==> src/rtl/screen_fetcher.sv <==
// Video-side initiator of the screen-fetch SRAM channel: fetches bitmap, attribute and
// optional ULAplus palette bytes one cell ahead and serialises them to the video output stage.
module screen_fetcher #(
  parameter int unsigned FLASH_BITS = 5
) (
  input  logic        clk28,
  input  logic        rst_n,
  input  logic        ck7,
  input  logic [8:0]  hc,
  input  logic [8:0]  vc,
  input  logic        frame_start,
  input  logic        up_en,
  input  logic [7:0]  vd,
  output logic        screen_fetch,
  output logic        screen_fetch_up,
  output logic [14:0] screen_addr,
  output logic [5:0]  screen_up_addr,
  output logic        pixel,
  output logic [7:0]  attr_out,
  output logic [7:0]  up_ink,
  output logic [7:0]  up_paper,
  output logic        paper_active
);

  localparam int unsigned ADDR_W = 15;
  localparam int unsigned UPA_W  = 6;
  localparam int unsigned BYTE_W = 8;

  typedef enum logic [2:0] {
    SLOT_NONE  = 3'd0,
    SLOT_BMP   = 3'd1,
    SLOT_ATTR  = 3'd2,
    SLOT_INK   = 3'd3,
    SLOT_PAPER = 3'd4
  } slot_e;

  logic [1:0]            r_phase;
  logic                  r_up_l;
  logic [BYTE_W-1:0]     r_bitmap_f;
  logic [BYTE_W-1:0]     r_attr_f;
  logic [BYTE_W-1:0]     r_ink_f;
  logic [BYTE_W-1:0]     r_paper_f;
  logic [BYTE_W-1:0]     r_shift;
  logic [BYTE_W-1:0]     r_attr_d;
  logic [BYTE_W-1:0]     r_up_ink;
  logic [BYTE_W-1:0]     r_up_paper;
  logic                  r_paper_active;
  logic [FLASH_BITS-1:0] r_flash_cnt;

  logic                  w_fetch_ok;
  logic [4:0]            w_x;
  logic [7:0]            w_y;
  logic                  w_cell_end;
  logic                  w_capture;
  logic                  w_flash;
  slot_e                 w_slot;

  assign w_fetch_ok = (vc < 9'd192) && (hc < 9'd256);
  assign w_x        = hc[7:3];
  assign w_y        = vc[7:0];
  assign w_cell_end = ck7 && (hc[2:0] == 3'd7);
  assign w_capture  = (r_phase == 2'd3);
  assign w_flash    = r_flash_cnt[FLASH_BITS-1];

  // Slot decode; reset forces the channel idle so an interrupted fetch is dropped at once.
  always_comb begin
    w_slot = SLOT_NONE;
    if (rst_n && w_fetch_ok) begin
      case (hc[2:0])
        3'd0:    w_slot = SLOT_BMP;
        3'd2:    w_slot = SLOT_ATTR;
        3'd4:    w_slot = r_up_l ? SLOT_INK : SLOT_NONE;
        3'd5:    w_slot = r_up_l ? SLOT_PAPER : SLOT_NONE;
        default: w_slot = SLOT_NONE;
      endcase
    end
  end

  always_comb begin
    screen_fetch    = 1'b0;
    screen_fetch_up = 1'b0;
    screen_addr     = ADDR_W'(0);
    screen_up_addr  = UPA_W'(0);
    case (w_slot)
      SLOT_BMP: begin
        screen_fetch = 1'b1;
        screen_addr  = {2'b10, w_y[7:6], w_y[2:0], w_y[5:3], w_x};
      end
      SLOT_ATTR: begin
        screen_fetch = 1'b1;
        screen_addr  = {5'b10110, w_y[7:3], w_x};
      end
      SLOT_INK: begin
        screen_fetch    = 1'b1;
        screen_fetch_up = 1'b1;
        screen_up_addr  = {r_attr_f[7:6], 1'b0, r_attr_f[2:0]};
      end
      SLOT_PAPER: begin
        screen_fetch    = 1'b1;
        screen_fetch_up = 1'b1;
        screen_up_addr  = {r_attr_f[7:6], 1'b1, r_attr_f[5:3]};
      end
      default: begin
        screen_fetch = 1'b0;
      end
    endcase
  end

  // Phase within the hc period; phase 3 coincides with ck7, the last cycle of a slot.
  always_ff @(posedge clk28 or negedge rst_n) begin
    if (!rst_n) begin
      r_phase <= 2'd0;
    end else if (ck7) begin
      r_phase <= 2'd0;
    end else begin
      r_phase <= r_phase + 2'd1;
    end
  end

  always_ff @(posedge clk28 or negedge rst_n) begin
    if (!rst_n) begin
      r_bitmap_f <= BYTE_W'(0);
      r_attr_f   <= BYTE_W'(0);
      r_ink_f    <= BYTE_W'(0);
      r_paper_f  <= BYTE_W'(0);
    end else if (w_capture) begin
      case (w_slot)
        SLOT_BMP:   r_bitmap_f <= vd;
        SLOT_ATTR:  r_attr_f   <= vd;
        SLOT_INK:   r_ink_f    <= vd;
        SLOT_PAPER: r_paper_f  <= vd;
        default:    r_bitmap_f <= r_bitmap_f;
      endcase
    end
  end

  // ULAplus enable only switches on a cell boundary.
  always_ff @(posedge clk28 or negedge rst_n) begin
    if (!rst_n) begin
      r_up_l <= 1'b0;
    end else if (w_cell_end) begin
      r_up_l <= up_en;
    end
  end

  // Display pipeline: load the fetched cell at its end, otherwise shift one pixel per hc.
  always_ff @(posedge clk28 or negedge rst_n) begin
    if (!rst_n) begin
      r_shift        <= BYTE_W'(0);
      r_attr_d       <= BYTE_W'(0);
      r_up_ink       <= BYTE_W'(0);
      r_up_paper     <= BYTE_W'(0);
      r_paper_active <= 1'b0;
    end else if (w_cell_end) begin
      if (w_fetch_ok) begin
        r_shift        <= r_bitmap_f;
        r_attr_d       <= r_attr_f;
        r_paper_active <= 1'b1;
        r_up_ink       <= r_up_l ? r_ink_f   : BYTE_W'(0);
        r_up_paper     <= r_up_l ? r_paper_f : BYTE_W'(0);
      end else begin
        r_shift        <= BYTE_W'(0);
        r_attr_d       <= BYTE_W'(0);
        r_paper_active <= 1'b0;
      end
    end else if (ck7) begin
      r_shift <= {r_shift[6:0], 1'b0};
    end
  end

  always_ff @(posedge clk28 or negedge rst_n) begin
    if (!rst_n) begin
      r_flash_cnt <= FLASH_BITS'(0);
    end else if (frame_start) begin
      r_flash_cnt <= r_flash_cnt + FLASH_BITS'(1);
    end
  end

  assign pixel        = r_shift[7] ^ (w_flash & r_attr_d[7] & r_paper_active);
  assign attr_out     = r_attr_d;
  assign up_ink       = r_up_ink;
  assign up_paper     = r_up_paper;
  assign paper_active = r_paper_active;

endmodule

==> config.mk <==
export PLATFORM = sky130hd
export DESIGN_NAME = screen_fetcher
export DESIGN_NICKNAME = d
export VERILOG_FILES = /design/src/rtl/screen_fetcher.sv
export SDC_FILE = /design/constraint.sdc
export NUM_CORES = 1
export LEC_CHECK = 0
export ABC_AREA = 0
export BUFFER_PORTS_ARGS = -buffer_cell sky130_fd_sc_hd__clkbuf_2
export CAP_MARGIN = 30
export CORE_ASPECT_RATIO = 1.4
export CORE_MARGIN = 5
export CORE_UTILIZATION = 36
export DETAILED_ROUTE_END_ITERATION = 7
export GPL_ROUTABILITY_DRIVEN = 0
export GPL_TIMING_DRIVEN = 0
export SYNTH_ARGS = -nofsm -noshare
export SYNTH_HDL_FRONTEND = slang
export SYNTH_SLANG_ARGS = --single-unit
==> constraint.sdc <==
create_clock -name clk28 -period 1.75 [get_ports clk28]
set_clock_uncertainty 0.05 [all_clocks]
set_input_delay 0.175 -clock clk28 [delete_from_list [all_inputs] [get_ports clk28]]
set_output_delay 0.175 -clock clk28 [all_outputs]
set_load 0.01 [all_outputs]
# After elaboration in Yosys (flattened, before gate mapping)
# Cells that the tools add are included.
[classes] bitwise=3 n_addsub=2 magnitude_cmp=2 mux=16 reduce_logical=12 n_eq_ne=9
[op_table] op="$mux 8" count=6
[op_table] op="$pmux 15 s2" count=1
[op_table] op="$eq 3x3->1 const B" count=4
[op_table] op="$pmux 3 s4" count=1
[op_table] op="$pmux 6 s2" count=1
[op_table] op="$reduce_and 2->1" count=5
[op_table] op="$eq 3x2->1 const B" count=3
[op_table] op="$lt 9x8->1 const B" count=1
[op_table] op="$lt 9x9->1 const B" count=1
[op_table] op="$mux 3" count=2
[op_table] op="$add 5x1->5 const B" count=1
[op_table] op="$mux 2" count=2
[op_table] op="$reduce_or 4->1" count=1
[op_table] op="$eq 3x1->1 const B" count=1
[op_table] op="$logic_and 1x1->1" count=3
[op_table] op="$logic_not 3->1" count=1
[op_table] op="$mux 1" count=3
[op_table] op="$add 2x1->2 const B" count=1
[op_table] op="$and 1x1->1" count=2
[op_table] op="$eq 2x2->1 const B" count=1
[op_table] op="$reduce_bool 2->1" count=1
[op_table] op="$reduce_or 2->1" count=1
[op_table] op="$xor 1x1->1" count=1
[word_totals] out_inout_bits=49 word_cells=56 inputBits=31 reg_bits=73

# Logic depth before layout (Yosys ltp)
[logic_depth] ltp_word=7 ltp_mapped=6 mapped_depth_nobuf=4

# Least setup slack after synthesis
# No wires, ideal clock.
[synth_path] path_kind="reg2reg" start="register r_up_l" end="register r_paper_f[0]" path_slack_ps=3 setup_ps=125 t_required_ps=1575 synth_period_minus_slack_ps=1747 path_buffers=2 path_stages_with_launch=6 arrival_time_ps=1572 cell_sequence="dfrtp_1 -> buf_2 -> nand3b_1 -> or4_1 -> buf_4 -> mux2_4"
[synth_between] elab_chain_cells=5 word_cells_on_any_way=6 cone_classes="eq/ne (1); mux (4); reduce/logical (1)"
[synth_rtl] element="start, declared" line_no="38" source="logic r_up_l;"
[synth_rtl] element="start signal, assigned" line_no="142" source="r_up_l <= up_en;"
[synth_rtl] element="$mux 2 or $mux 3 (tied branches)" line_no="72, 73"
[synth_rtl] element="$pmux 3 s4 (*)" line_no="69" source="case (hc[2:0])"
[synth_rtl] element="$mux 3 (*)" line_no="68" source="if (rst_n && w_fetch_ok) begin"
[synth_rtl] element="$eq 3x3->1 (*)" line_no="127" source="case (w_slot)"
[synth_rtl] element="$reduce_and 2->1 (no line) (*)"
[synth_rtl] element="end signal, assigned" line_no="131" source="SLOT_PAPER: r_paper_f <= vd;"
[synth_rtl] element="end, declared" line_no="42" source="logic [BYTE_W-1:0] r_paper_f;"
# Every way passes the cells marked *; elsewhere a longest branch is shown, timed or not.
# A chain may end at the register's enable or synchronous reset.

# Worst setup path in the final report
[layout_path] start="register r_up_l" end="register r_paper_f[7]"
# Same word-level chain as after synthesis.

==> impl_metrics.tcl <==
set metrics [dict create \
    synth_top_flop_cell "dfrtp_1" \
    antenna_found_initial 0 \
    dp_cells 479 \
    power-per-cell-area_nw_per_um2 980.8 \
    final_cell_mix "clkbuf_2, dfrtp_1, nand2_1" \
    finalNonFillerCells 501 \
    core.rowCount 41 \
    synth_area_per_cell_um2 11.03 \
    setup_viol 0 \
    avgRoutedWirePerCell_um 16.40 \
    async_flop_share_pct 100.0 \
    grt_usage_pct 15.06 \
    crit_cells 4 \
    place_hpwl_um 5748 \
    cp_max_fo 8 \
    crit_type "reg2reg" \
    antenna_cells 0 \
    dieArea_um2 11000 \
    fin_crit_sh_pct 99.19 \
    synth_edf_count 0 \
    cp-start-kind "register" \
    post-place-ws_ps -472.2 \
    grt_overflow 0 \
    whs_ps 42.21 \
    grt_pass1_vias 2487 \
    status "complete, no violations" \
    cts.htree.levels 3 \
    period_needed_ps 1736 \
    hold_depth 2 \
    drc 0 \
    synth_area_um2 3231 \
    numCtsBuffers 9 \
    fin_ws_ps 14.23 \
    wl_um 8217 \
    synth_largest_area_cell "dfrtp_1" \
    postLayoutCoreUtil_pct 47.53 \
    layout-drive-gt1-share_pct 38.32 \
    crit_family "simple AND/OR/NAND/NOR gates" \
    area_growth_pct 30.56 \
    worstPathCellList "buf_6 > nand3b_1 > or4_4 > mux2_4" \
    ys_seq_area_share_pct 56.55 \
    ir_drop_uv 463.2 \
    cp-end-kind "register" \
    cts_root_buffer "clkbuf_16" \
    vias_per_cell 5.036 \
    ant_nets 0 \
    firstDrtPassIters 4 \
    cap_viol_max_count 0 \
    vias 2523 \
    grt_pass1_wl_um 12920 \
    slew_viol_final 0 \
    crit_buf_inv 1 \
    synth_cell_type_count 32 \
    die_h_um 122.1 \
    cts_buffer_depth 2 \
    fin_nets 423 \
    grt_max_degree 35 \
    mostFrequentLayoutCell "clkbuf_2" \
    portBuffers 78 \
    yosys_register_bits 73 \
    clock_sinks 73 \
    cts_tree "done" \
    fmax_mhz 576.1 \
    fill_cells 825 \
    slowest_stage "or4_4" \
    yosysWarnings 0 \
    start_util_pct 36.40 \
    rsz0062_at_grt "yes" \
    hold_violations 0 \
    synthTopCellsByArea "dfrtp_1, mux2_2, o21ai_0" \
    leakagePower_uw 0.002118 \
    max_stage_delay_ps 650 \
    hold_path.class "in2reg" \
    ios 80 \
    reg2regPathDepth 4 \
    worstPathRequired_ps 1910 \
    clock_latency_ps 330 \
    cp.arrival_ps 1900 \
    synth_top_cell_area_share_pct 56.55 \
    synth_fp_nets 326 \
    die_w_um 90.06 \
    core_um2 8875 \
    clkTransAtPathRegs_ps 50 \
    synthCells 293 \
    drt_first_iter_violations 66 \
]
## power breakdown
part	leakage [µW]	internal, µW	switching [µW]
registers	0.000984	1800	81.6
clock network	0.000148	1170	640
logic	0.000985	204	240
total	0.00212	3170	962
## sequential cells by signal, summed over array words and instances, names as in the netlist
register	flops
up_ink	8
paper_active	1
attr_out	8
r_bitmap_f	8
r_ink_f	8
r_attr_f	8
r_flash_cnt	5
r_up_l	1
r_shift	8
r_phase	2
r_paper_f	8
up_paper	8
## layer usage
metal	GRT usage (%)	routed length [µm]
met4	6.983	160
met1	18.85	3513
met5	0	0
met3	2.532	278
met2	25.41	4264
## Yosys cell counts, types with 2 or more instances
cell type,instances
nand2_1,44
a31oi_1,7
nand4_1,4
mux2i_1,5
dfrtp_1,73
inv_1,5
mux2_4,8
o21ai_0,41
nand3_1,12
xnor2_1,4
ha_1,2
buf_2,5
clkbuf_1,9
and2_1,10
mux2_2,26
buf_4,2
nor2_1,20
nor3_4,2
## stage by stage
| stage | setup TNS, ps | power, µW | instance area (µm²) |
|---|---|---|---|
| global route | -265.6 | 4304 | 4218 |
| finish | 0 | 4137 | 4218 |
| detailed placement | -16250 | 2315 | 3785 |
| global placement | -86780 | 2289 | 3755 |
| CTS | -5.048 | 4175 | 4219 |
| floorplan | 0 | 2128 | 3231 |
## cell type report
| class | instances | area, µm² | area share (%) |
|---|---|---|---|
| Buffer | 15 | 75.07 | 1.780 |
| Clock buffer | 12 | 256.5 | 6.081 |
| Clock inverter | 3 | 40.04 | 0.9493 |
| Inverter | 5 | 18.77 | 0.4450 |
| Multi-Input combinational cell | 199 | 1341 | 31.80 |
| Sequential cell | 73 | 1827 | 43.31 |
| Tap cell | 107 | 133.9 | 3.174 |
| Timing Repair Buffer | 87 | 525.5 | 12.46 |
## timing repair
action	CTS	global route
endpoints found under the hold margin	39	0
pin swaps	2	2
resized for setup	11	5
endpoints found under the setup margin	45	20
gates cloned	1	0
buffers inserted	2	1
hold buffers	4	0
## cells by family (layout without fill, tap and decap cells)
kind of cell | count (synthesis) | after routing | synth area share, %
simple gates | 102 | 102 | 15.65
flops | 73 | 73 | 56.55
compound gates | 50 | 50 | 8.366
mux | 39 | 39 | 14.33
buf+inv | 21 | 122 | 2.866
xor+xnor | 5 | 5 | 1.355
fa+ha+maj | 2 | 2 | 0.7745
other cells | 1 | 1 | 0.1161
## path summary, 6_finish.rpt
path / end / slack, ps / startpoint
worst max-delay path: r_paper_f[7]$_DFFE_PN0P_ / 10 / r_up_l$_DFFE_PN0P_
worst min-delay path: r_up_l$_DFFE_PN0P_ / 40 / up_en
worst max register to register: r_paper_f[7]$_DFFE_PN0P_ / 10 / r_up_l$_DFFE_PN0P_
worst min register to register: r_phase[0]$_DFF_PN0_ / 380 / r_phase[0]$_DFF_PN0_
max in group asynchronous: r_bitmap_f[6]$_DFFE_PN0P_ / 920 / rst_n
min in group asynchronous: up_ink[1]$_DFFE_PN0P_ / 360 / rst_n
(Power assumes the default switching activity.)
